$ cat src/rtl/fifo_ctrl.sv
// Command sequencer for the 4-bit symbol FIFO: arbitrates user writes/deletes
// against a paced playback reader and keeps the authoritative occupancy count.
module fifo_ctrl #(
    parameter int DEPTH       = 32,
    parameter int PLAY_PERIOD = 25_000_000
) (
    input  logic       clk,
    input  logic       rst,
    input  logic       in_valid,
    input  logic [3:0] in_data,
    input  logic       in_del,
    input  logic       play,
    input  logic [3:0] fifo_data_out,
    output logic       fifo_we,
    output logic       fifo_re,
    output logic       fifo_del,
    output logic [3:0] fifo_data_in,
    output logic       out_valid,
    output logic [3:0] out_data,
    output logic [5:0] count,
    output logic       empty,
    output logic       full,
    output logic       ovf
);

    localparam int         TW      = $clog2(PLAY_PERIOD + 1);
    localparam logic [5:0] DEPTH_C = 6'(DEPTH);

    typedef enum logic [2:0] {IDLE, REQ, ISSUE, WAITD, CAPT, HOLD} state_t;

    state_t        state, state_nx;
    logic [TW-1:0] timer;
    logic          pend_del;
    logic [6:0]    occ;
    logic          wr_acc, del_acc, del_go, rd_go;

    // The one-deep write pending slot is the registered fifo_we itself: a write
    // is issued on the edge it is accepted, so it only has to block the next one.
    // occ folds in strobes already on the bus but not yet reflected in count.
    always_comb begin
        occ     = {1'b0, count} + 7'(fifo_we) - 7'(fifo_re | fifo_del);
        wr_acc  = in_valid && !fifo_we && (count < DEPTH_C);
        del_acc = in_del && !pend_del && ((occ + 7'(wr_acc)) != 7'd0);
        del_go  = !wr_acc && (pend_del || del_acc);
        rd_go   = !wr_acc && !del_go && (state == REQ) && (occ != 7'd0);
    end

    always_ff @(posedge clk) begin
        if (rst) begin
            state <= IDLE;
        end else begin
            state <= state_nx;
        end
    end

    always_comb begin
        state_nx = state;
        case (state)
            IDLE:    if (play && count != 6'd0) state_nx = REQ;
            REQ: begin
                if (rd_go)              state_nx = ISSUE;
                else if (occ == 7'd0)   state_nx = IDLE;
            end
            ISSUE:   state_nx = WAITD;
            WAITD:   state_nx = CAPT;
            CAPT:    state_nx = HOLD;
            HOLD: begin
                if (timer == '0) state_nx = (play && count != 6'd0) ? REQ : IDLE;
            end
            default: state_nx = IDLE;
        endcase
    end

    // Timer is loaded as out_valid rises so CAPT plus HOLD spans PLAY_PERIOD+1 cycles.
    always_ff @(posedge clk) begin
        if (rst) begin
            fifo_we      <= 1'b0;
            fifo_re      <= 1'b0;
            fifo_del     <= 1'b0;
            fifo_data_in <= 4'd0;
            pend_del     <= 1'b0;
            ovf          <= 1'b0;
            count        <= 6'd0;
            out_valid    <= 1'b0;
            out_data     <= 4'd0;
            timer        <= '0;
        end else begin
            fifo_we  <= wr_acc;
            fifo_del <= del_go;
            fifo_re  <= rd_go;
            if (wr_acc) fifo_data_in <= in_data;
            pend_del <= wr_acc && (pend_del || del_acc);
            if (in_valid && !wr_acc) ovf <= 1'b1;
            count     <= 6'(occ);
            out_valid <= (state == WAITD);
            if (state == WAITD) out_data <= fifo_data_out;
            if (state == WAITD)   timer <= TW'(PLAY_PERIOD);
            else if (timer != '0) timer <= timer - TW'(1);
        end
    end

    assign empty = (count == 6'd0);
    assign full  = (count == DEPTH_C);

endmodule

$ cat config.mk
export PLATFORM = sky130hd
export DESIGN_NAME = fifo_ctrl
export DESIGN_NICKNAME = d
export VERILOG_FILES = /design/src/rtl/fifo_ctrl.sv
export SDC_FILE = /design/constraint.sdc
export NUM_CORES = 1
export LEC_CHECK = 0
export CAP_MARGIN = 20
export CELL_PAD_IN_SITES_DETAIL_PLACEMENT = 0
export CELL_PAD_IN_SITES_GLOBAL_PLACEMENT = 1
export CORE_ASPECT_RATIO = 0.75
export CORE_MARGIN = 2
export CORE_UTILIZATION = 41
export DETAILED_ROUTE_END_ITERATION = 8
export GPL_TIMING_DRIVEN = 0
export HOLD_SLACK_MARGIN = 0.03
export PLACE_DENSITY_LB_ADDON = 0.1
export SLEW_MARGIN = 20
export SYNTH_ARGS = -nofsm -noshare
export SYNTH_HDL_FRONTEND = slang
export SYNTH_SLANG_ARGS = --single-unit
$ cat constraint.sdc
create_clock -name clk -period 3.6 [get_ports clk]
set_input_delay 0.54 -clock clk [delete_from_list [all_inputs] [get_ports clk]]
set_output_delay 0.54 -clock clk [all_outputs]
set_load 0.1 [all_outputs]
# Word level (Yosys, flattened, before mapping)
# Cells that the tools add are included.
# W data, S select, Z words.
dict set report op_classes {
  add_sub_neg 4
  magnitude_cmp 1
  n_eq_ne 9
  muxes 8
  n_bitwise 1
  reduce_logical 27
}
# operator count
set ops {}
lappend ops {{$mux W25} 2}
lappend ops {{$logic_not A25 Y1} 1}
lappend ops {{$reduce_bool A25 Y1} 1}
lappend ops {{$sub A25 B1 Y25 const B} 1}
lappend ops {{$pmux W3 S6} 1}
lappend ops {{$reduce_bool A7 Y1} 2}
lappend ops {{$mux W3} 4}
lappend ops {{$logic_and A1 B1 Y1} 11}
lappend ops {{$add A6 B1 Y7} 1}
lappend ops {{$add A7 B1 Y7} 1}
lappend ops {{$logic_not A7 Y1} 1}
lappend ops {{$sub A7 B1 Y7} 1}
lappend ops {{$eq A3 B2 Y1 const B} 2}
lappend ops {{$eq A3 B3 Y1 const B} 2}
lappend ops {{$eq A6 B6 Y1 const B} 1}
lappend ops {{$logic_not A6 Y1} 1}
lappend ops {{$lt A6 B6 Y1 const B} 1}
lappend ops {{$reduce_bool A6 Y1} 1}
lappend ops {{$logic_not A1 Y1} 4}
lappend ops {{$ne A2 B2 Y1 const B} 2}
lappend ops {{$eq A3 B1 Y1 const B} 1}
lappend ops {{$logic_not A3 Y1} 1}
lappend ops {{$ne A3 B2 Y1 const B} 1}
lappend ops {{$reduce_and A3 Y1} 1}
lappend ops {{other kinds (5)} 5}
dict set report word_totals {
  register_bits 48
  input_bits 13
  output_inout_bits 21
  wordCells 62
}

# Depth between registers and ports, before layout
# Gate-level depths: netlist of the first run.
dict set report logic_depth {
  word_depth 14
  depth_mapped 14
  ltp_nobuf 14
}

# Worst setup path after synthesis of the first run
# No wires, ideal clock.
dict set report synth_path {
  path_kind {reg-to-reg}
  start {register count[0]}
  end {register state[0]}
  setup_time_ns 0.115
  arrival_time_ns 3.551
  required_time_ns 3.485
  slack_ns -0.065
  stages_incl_launch_ff 14
  path_buffers 0
  period_less_slack_ns 3.665
  cell_sequence {dfxtp_1 > inv_1 > ha_1 > inv_1 > ha_1 > inv_1 > fa_1 > nor2b_1 > o211ai_1 > a311o_1 > or4_1 > nand4_1 > a31oi_1 > o21a_1}
}
dict set report synth_between {
  elab_chain_cells 13
  elab_cells_between_ends 25
  cone_classes {3 x add/sub; 1 x order compare; 2 x eq/ne; 4 x mux; 15 x reduce/logical}
}
# item line_no
set synth_lines {}
lappend synth_lines {{from (decl)} 20} ;# output logic [5:0] count,
lappend synth_lines {{from (signal assigned)} 94} ;# count <= 6'(occ);
lappend synth_lines {{$add A6 B1 Y7 or $lt A6 B6 Y1 (tied branches)} {41, 42}}
lappend synth_lines {{$sub A7 B1 Y7 or $logic_and A1 B1 Y1 (tied branches)} {41, 42}}
lappend synth_lines {{$add A7 B1 Y7} 43} ;# del_acc = in_del && !pend_del && ((occ + 7'(wr_acc)) != 7'd0);
lappend synth_lines {{$reduce_bool A7 Y1} 43}
lappend synth_lines {{$logic_and A1 B1 Y1} 43}
lappend synth_lines {{$logic_or A1 B1 Y1} 44} ;# del_go = !wr_acc && (pend_del || del_acc);
lappend synth_lines {{$logic_and A1 B1 Y1} 44}
lappend synth_lines {{$logic_not A1 Y1} 45} ;# rd_go = !wr_acc && !del_go && (state == REQ) && (occ != 7'd0);
lappend synth_lines {{$logic_and A1 B1 Y1 (3 in series)} 45}
lappend synth_lines {{$mux W3 or $ne A3 B2 Y1 (tied branches)} -}
lappend synth_lines {{$pmux W3 S6 or $reduce_and A3 Y1 (tied branches)} -}
lappend synth_lines {{to (signal assigned)} 52} ;# state <= state_nx;
lappend synth_lines {{to (decl)} 31} ;# state_t state, state_nx;
# Several ways; a longest one is shown, not always the timed one. The select of a mux whose other input is x is not followed.
# A chain may end at the register's enable or synchronous reset.

# Final worst setup path of the first run
dict set report layout_path {
  start {register fifo_del}
  end {register state[0]}
}
dict set report layout_between {
  elab_chain_cells 13
  elab_cells_between_ends 17
  cone_classes {2 x add/sub; 1 x eq/ne; 2 x mux; 1 x bitwise; 11 x reduce/logical}
}
# item line_no
set layout_lines {}
lappend layout_lines {{from (decl)} 16} ;# output logic fifo_del,
lappend layout_lines {{from (signal assigned)} 89} ;# fifo_del <= del_go;
lappend layout_lines {{$or A1 B1 Y1 *} 41} ;# occ = {1'b0, count} + 7'(fifo_we) - 7'(fifo_re | fifo_del);
lappend layout_lines {{$sub A7 B1 Y7 *} 41}
lappend layout_lines {{$add A7 B1 Y7} 43}
lappend layout_lines {{$reduce_bool A7 Y1} 43}
lappend layout_lines {{$logic_and A1 B1 Y1} 43}
lappend layout_lines {{$logic_or A1 B1 Y1} 44}
lappend layout_lines {{$logic_and A1 B1 Y1} 44}
lappend layout_lines {{$logic_not A1 Y1} 45}
lappend layout_lines {{$logic_and A1 B1 Y1 (3 in series)} 45}
lappend layout_lines {{$mux W3 or $ne A3 B2 Y1 (tied branches)} -}
lappend layout_lines {{$pmux W3 S6 or $reduce_and A3 Y1 (tied branches)} -}
# Every way passes the cells marked *; elsewhere a longest branch is shown, timed or not.

==> results of run 1 <==
[kinds of logic after synthesis]
group | synth area share
simple gates | 0.278
flops | 0.392
compound gates | 0.110
xor+xnor | 0.0893
buf+inv | 0.0398
fa+ha+maj | 0.0745
mux | 0.0163
[Yosys cell counts (2+ instances only)]
master,instances
dfxtp_1,48
nor2_1,37
nand2_1,24
a21oi_1,23
inv_1,15
xor2_1,15
ha_1,13
nor3_1,11
xnor2_1,10
nand3b_1,9
nor2b_1,7
nor4_1,7
clkbuf_1,6
nand2b_1,5
mux2i_1,4
nand3_1,4
and3_1,3
and4_1,2
o2111a_1,2
o21a_1,2
o21ai_0,2
o41ai_1,2
or2_2,2
or3_1,2
or4_1,2
or4_4,2
[metal layers]
metal  GRT usage  vias to the layer above
li1            -                     1061
met1       0.267                      924
met2       0.225                       34
met3      0.0426                        5
met4      0.0441                        0
met5           0                        -
[through the flow]
| step | hold WS [ps] | util | area (um2) | instances |
|---|---|---|---|---|
| CTS | 418 | 0.512 | 2970 | 401 |
| floorplan | 474 | - | 2460 | 284 |
| detailed placement | 450 | 0.496 | 2870 | 394 |
| finish | 425 | 0.513 | 2970 | 401 |
| global route | 413 | 0.513 | 2970 | 401 |
| global placement | 445 | 0.496 | 2870 | 394 |
[flip-flops by register name, summed over array words and instances (netlist names)]
signal / flops
timer: 25
count: 6
fifo_data_in: 4
out_data: 4
state: 3
fifo_del: 1
fifo_re: 1
fifo_we: 1
out_valid: 1
ovf: 1
pend_del: 1
[area by class of cell]
class                           instances  area share
Multi-Input combinational cell        213       0.471
Sequential cell                        48       0.324
Timing Repair Buffer                   32       0.108
Tap cell                               78      0.0328
Clock buffer                            6      0.0278
Inverter                               15      0.0189
Buffer                                  8      0.0139
Clock inverter                          1     0.00295
[critical path, delay by kind of cell, from the launching register on]
| family | cells | cell delay, ps |
|---|---|---|
| buf+inv | 2 | 120 |
| compound gates | 4 | 820 |
| flops | 1 | 320 |
| simple gates | 4 | 1190 |
| fa+ha+maj | 3 | 860 |
[worst min path at each step]
stage	end	slack, ps	depth (start not counted)
after floorplan	timer[24]	470	2
after global placement	fifo_data_in[3]	450	2
after detailed placement	fifo_data_in[3]	450	2
after CTS	count[0]	420	2
after global routing	count[0]	410	2
final	count[0]	430	2
==> results.sh, run 1 <==
export IMPL_synth_fp_nets=311
export IMPL_synth_edf_count=0
export IMPL_final_common_cell="dfxtp_1"
export IMPL_ctsResizeCount=0
export IMPL_crit_type="flip-flop to flip-flop"
export IMPL_cp_arrival_ps=3600
export IMPL_fp_dieArea_um2=6620
export IMPL_start_kind="flip-flop"
export IMPL_relSlewSlack=0.333
export IMPL_drt_pass1_iter_count=4
export IMPL_wirelength_met1_um=2970
export IMPL_die_y_um=71.0
export IMPL_cts_sinks=48
export IMPL_cts_path_max_buffers=2
export IMPL_path_cells="or2_2 -> ha_1 -> inv_1 -> ha_1 -> inv_1 -> fa_1 -> nor2b_1 -> o211ai_1 -> a311o_1 -> or4_1 -> nand4_1 -> a31oi_1 -> o21a_1"
export IMPL_synthDistinctLibCells=51
export IMPL_yosysTopAreaCellShare=0.392
export IMPL_start_util=0.423
export IMPL_ant_nets=0
export IMPL_startpoint="fifo_del"
export IMPL_grt_ovfl_total=0
export IMPL_highest_layer="met4"
export IMPL_crit_path_end="state[0]"
export IMPL_yosys_top_cells_area="dfxtp_1 (39%), ha_1 (6.6%), nor2_1 (5.7%), xor2_1 (5.4%), a21oi_1 (4.7%)"
export IMPL_viasPerCell=5.05
export IMPL_r2r_cells=13
export IMPL_drt_total_wl_um=5210
export IMPL_wl_per_cell_um=13.0
export IMPL_dr_total_vias=2024
export IMPL_hold_class="primary input to flip-flop"
export IMPL_rr_startpoint="fifo_del"
export IMPL_cts_buffers=5
export IMPL_slowest_delay_ps=520
export IMPL_max_freq_mhz=294
export IMPL_syn_inst=284
export IMPL_grt_usage=0.169
export IMPL_min_period_ps=3400
export IMPL_rsz0062_at_grt="no"
export IMPL_cts_setup_buffers=0
export IMPL_fin_crit_sh=0.944
export IMPL_cts_root_buf="clkbuf_8"
export IMPL_rr_endpoint="state[0]"
export IMPL_setup_slack_ps=202
export IMPL_fin_nets=350
export IMPL_io_buffers=32
export IMPL_post_place_ws_ps=234
export IMPL_path_clk_slew_ps=90
export IMPL_skew_ps=9.71
export IMPL_gp_congestion=0.813
export IMPL_async_reset_ff_frac=0
export IMPL_core_area_um2=5800
export IMPL_fp_row_count=24
export IMPL_cts_hold_buffers=0
export IMPL_critPathSlowestCell="or4_1"
export IMPL_tritoncts="built"
export IMPL_die_w_um=93.3
export IMPL_cap_violations=0
export IMPL_setup_violations=0
export IMPL_setup_tns_ps=0
export IMPL_drive_gt1_frac=0.0681
export IMPL_drc=0
export IMPL_num_antenna_cells=0
export IMPL_worstMarginPinSlew_ps=998
export IMPL_grt_first_pass_wirelength_um=8930
export IMPL_hold_violations=0
export IMPL_num_fill_cells=584
export IMPL_ff_latch_area_um2=965
export IMPL_layout_common_cells="dfxtp_1 (45), nor2_1 (37), clkdlybuf4s50_1 (32)"
export IMPL_place_hpwl_um=3910
export IMPL_grt_pass1_vias=1896
export IMPL_dr_wl_met2_um=1940
export IMPL_multi_input_area_um2=1400
export IMPL_grt_antenna_before_repair=0
export IMPL_ys_seq_elements=48
export IMPL_drt_iter0_drc=62
export IMPL_reg2reg_slack_ps=200
export IMPL_netlist_area_um2=2450
export IMPL_syn_area_per_cell_um2=8.64
export IMPL_yosysTopAreaCell="dfxtp_1"
export IMPL_htreeDepth=2
export IMPL_critPathCaptureType="flip-flop"
export IMPL_yosys_warnings=0
export IMPL_final_max_slew_viol_count=0
export IMPL_grt_max_degree=15
export IMPL_clock_latency_ps=300
export IMPL_required_ps=3800
export IMPL_synth_main_ff_cell="dfxtp_1"
export IMPL_wl_met3_um=263
export IMPL_hp_start="rst"
export IMPL_areaGrowthSynthToFinish_pct=21.2
export IMPL_cp_max_fo=4
export IMPL_status="finished clean"
export IMPL_ys_seq_area_frac=0.392
export IMPL_io_pins=34
Power of run 1 is left out: the tool's default activity adds up to more than one toggle a clock period on the data nets, which glitch-free logic cannot reach.
==> run 2: changes to the inputs <==
- SKIP_CTS_REPAIR_TIMING: not set -> 1
==> results of run 2 <==
Final layout, timing and power as in run 1 (identical DEF).
Power of run 2 is left out for the same reason.
==> run 3: changes to the inputs <==
- CORE_UTILIZATION: 41 -> 25
==> run 3 against run 2 <==
- sequential share of layout area fell by 1.6 points
- cell count rose by 14%
- worst setup slack got worse by 14 ps
- global-route usage fell by 5.1 points
- register-to-register slack barely moved
- critical path depth did not move
- critical path type unchanged
- largest cell class unchanged
- highest routed layer unchanged
==> results.sh, run 3 (synthesized netlist as in run 1, its figures left out) <==
export IMPL_status="finished clean"
export IMPL_largest_register="timer"
export IMPL_clock_latency_ps=290
export IMPL_hold_class="primary input to flip-flop"
export IMPL_whs_ps=455
export IMPL_start_util=0.256
export IMPL_drt_iter0_drc=81
export IMPL_viasPerCell=4.48
export IMPL_cts_buffers=5
export IMPL_cts_root_buf="clkbuf_16"
export IMPL_tritoncts="built"
export IMPL_slowest_delay_ps=510
export IMPL_drt_total_wl_um=5940
export IMPL_start_kind="flip-flop"
export IMPL_worstMarginPinSlew_ps=994
export IMPL_setup_violations=0
export IMPL_wl_per_cell_um=13.0
export IMPL_cp_arrival_ps=3590
export IMPL_path_clk_slew_ps=70
export IMPL_fin_nets=350
export IMPL_htreeDepth=2
export IMPL_path_cells="or2_2 -> ha_1 -> inv_1 -> ha_1 -> inv_1 -> fa_1 -> nor2b_2 -> o211ai_1 -> a311o_1 -> or4_1 -> nand4_1 -> a31oi_1 -> o21a_1"
export IMPL_cts_path_max_buffers=2
export IMPL_final_max_slew_viol_count=0
export IMPL_fin_util=0.327
export IMPL_critPathSlowestCell="or4_1"
export IMPL_cp_max_fo=4
export IMPL_ant_nets=0
export IMPL_min_period_ps=3410
export IMPL_layout_common_cells="dfxtp_1 (45), nor2_1 (37), clkdlybuf4s50_1 (32)"
export IMPL_place_area_um2=2940
export IMPL_io_pins=34
export IMPL_reg_largest_list="timer x25, count x6"
export IMPL_design_area_um2=3130
export IMPL_critPathCaptureType="flip-flop"
export IMPL_final_common_cell="dfxtp_1"
export IMPL_skew_ps=6.00
export IMPL_die_w_um=118
export IMPL_cap_violations=0
export IMPL_io_buffers=32
export IMPL_max_freq_mhz=293
export IMPL_required_ps=3780
export IMPL_fin_crit_sh=0.948
export IMPL_grt_antenna_before_repair=0
export IMPL_num_antenna_cells=0
export IMPL_drive_gt1_frac=0.0741
export IMPL_core_area_um2=9580
export IMPL_grt_ovfl_total=0
export IMPL_gp_congestion=0.743
export IMPL_grt_pass1_vias=1971
export IMPL_crit_type="flip-flop to flip-flop"
export IMPL_grt_max_degree=16
export IMPL_relSlewSlack=0.335
export IMPL_cts_sinks=48
export IMPL_crit_buf_inv=2
export IMPL_dr_total_vias=2041
export IMPL_largest_reg_flops=25
export IMPL_fp_dieArea_um2=10600
export IMPL_grt_usage=0.118
export IMPL_place_hpwl_um=4430
export IMPL_drt_pass1_iter_count=4
export IMPL_grt_first_pass_wirelength_um=10200
export IMPL_cpLargestDelayFamily="simple AND/OR/NAND/NOR gates"
export IMPL_fp_row_count=31
export IMPL_die_y_um=89.8
export IMPL_areaGrowthSynthToFinish_pct=27.6
export IMPL_reg2reg_slack_ps=190
export IMPL_hold_violations=0
export IMPL_drc=0
==> run 3: cell count changes in the layout (fill, tap and decap cells not counted) <==
cell,before,now
clkbuf_16,0,5
clkbuf_8,6,1
nor2b_2,0,1
bufinv_16,0,1
nor2b_1,7,6
==> run 3: worst paths after layout <==
path	startpoint	depth (start not counted)	endpoint
worst max register to register	fifo_del	13	state[0]
worst max-delay path	fifo_del	13	state[0]
worst min-delay path	rst	2	count[0]
worst min register to register	fifo_data_in[1]	2	fifo_data_in[1]
==> run 3: final cells by class <==
type | instances | area [um2]
buffer | 8 | 41.3
multi-input combinational | 213 | 1400
clock buffer | 6 | 139
clock inverter | 2 | 38.8
tap | 132 | 165
inverter | 15 | 56.3
fill | 1042 | 6450
sequential | 48 | 965
timing repair buffer | 32 | 320
==> run 3: stage by stage <==
| step | std cells | setup slack (ps) | TNS (ps) |
|---|---|---|---|
| 2_1_floorplan | 284 | 224 | 0 |
| 3_3_place_gp | 448 | 141 | 0 |
| 3_5_place_dp | 448 | 164 | 0 |
| 4_1_cts | 456 | 137 | 0 |
| 5_1_grt | 456 | -2.91 | -2.91 |
| 6_report | 456 | 188 | 0 |
==> run 3: metal layers <==
layer	GRT usage	share of wire	wire [um]
met1	0.191	0.60	3540
met2	0.150	0.35	2090
met3	0.0279	0.041	242
met4	0.0331	0.011	68
met5	0	0	0
Power of run 3 is left out for the same reason.
==> patch: new RTL, config.mk and constraints of run 1 <==
Encoding of `state_t`: now one-hot (6 bits for 6 states).
--- a/src/rtl/fifo_ctrl.sv
+++ b/src/rtl/fifo_ctrl.sv
@@ -28,3 +28,3 @@
 
-    typedef enum logic [2:0] {IDLE, REQ, ISSUE, WAITD, CAPT, HOLD} state_t;
+    typedef enum logic [5:0] {IDLE = 6'b000001, REQ = 6'b000010, ISSUE = 6'b000100, WAITD = 6'b001000, CAPT = 6'b010000, HOLD = 6'b100000} state_t;
 
Function: same outputs for any inputs over 10 cycles, from zero or initial values and one cycle with rst high; not proved beyond that.
==> patch against run 1 <==
Worst hold slack improved by 0.045 ns. Setup slack gained 0.014 ns. Sequential cell count is 3 higher. Area after synthesis rose by 3.7%. Wire length is 9.2% higher. Fmax rose by 0.40%. Non-clock buffer count grew 4. Design area is 6.6% higher. Critical endpoint is now state[1].
==> patch: results (changes against run 1) <==
status=complete, no violations; clock power share=10.7%; synth unique cells=50 (-2.0%); end point of the worst hold path=fifo_data_in[1]; worst reg2reg path depth=14 (+1); crit path max fanout=3 (-1); multi-input gates=221 (+3.8%); Place WS=-0.1254 ns (-0.3596 ns); Final Wtd Congestion=0.8118 (about the same); Seq/total area=32.35% (-0.10 points); top area cells in the synthesized netlist=dfxtp_1, ha_1, nor2_1; worst hold slack=0.4706 ns (+0.04530 ns); HP Start=fifo_data_in[1]; Signal inverters=16 (+1); synthesized area per cell=8.560 µm² (-0.86%); met1 WL=3138 µm (+5.8%); Fin Clk Skew=0.004836 ns (-0.004869 ns); Design Power=3.332 mW; WL per Instance=13.60 µm (+4.7%); clk tree area frac=3.120% (+0.048 points); FFs & Latches=51 (+6.3%); port buffer count=32 (unchanged); largest net degree at the start of global routing=17 (+2); met2 WL=2228 µm (+15%); Seq/Total Area, Yosys=40.16% (+0.97 points); dpl cell area=2964 µm² (+3.1%); cts repair resizes=2 (+2); DR WL met3=276 µm (+4.9%); layout cell share with drive strength beyond 1=10.29% (+3.5 points); fillcell total=554 (-5.1%); vias in the first global route=1960 (+3.4%); Non-clock buffers=44 (+10%); Global Route met2 Usage=22.93% (+0.47 points); Layout Nets=366 (+4.6%); Final non-clock buffer share=11.93% (-0.24 points); Hold Path Class=flop to flop; placed cells=407 (+3.3%); met3 usage=5.400% (+1.1 points); first-pass GRT wire length=9335 µm (+4.6%); r2r endpoint=state[1]; Regs by FF count=timer x25, count x6, state x6; DR iter-0 viols=96 (+55%); GR Util met1=27.90% (+1.2 points); Net Count, Synth=324 (+4.2%); GRT Overall Usage=17.59% (+0.67 points); area delta synth->final=24.61%; Cell Count, Final, Fillers Out=418 (+4.2%); area of the multi-input gates=1509 µm² (+7.7%); post-detail-place hpwl=4173 µm (+6.8%); post-CTS setup buffers=1 (+1); measured slew at the worst slew-check pin=1.007 ns (+0.009097 ns)
patch: critical path: stages (launching register included):
cell,delay [ns]
dfxtp_2,0.33
or2_4,0.25
ha_4,0.26
inv_1,0.03
ha_2,0.16
inv_1,0.07
fa_2,0.26
nor2b_2,0.07
o211ai_1,0.19
or4b_2,0.60
o311ai_1,0.19
o311ai_2,0.28
a211oi_2,0.28
nor2_1,0.08
o211a_1,0.23
patch: worst max-delay path by stage:
stage / from / end / slack [ns] / depth (start not counted)
after detailed placement: in_valid / state[0] / -0.13 / 11
after global placement: in_valid / state[0] / -0.09 / 11
final: fifo_del / state[1] / 0.22 / 14
after global routing: fifo_del / state[1] / 0.02 / 14
after floorplan: count[5] / state[1] / 0.005 / 11
after CTS: fifo_del / state[1] / 0.04 / 14
patch: logic make-up after synthesis:
logic type,Yosys count,share of synthesized area (%)
flops,51,40.16
compound gates,58,14.08
xor+xnor,22,7.579
buf+inv,25,3.740
mux,6,2.362
fa+ha+maj,14,7.185
simple gates,121,24.90
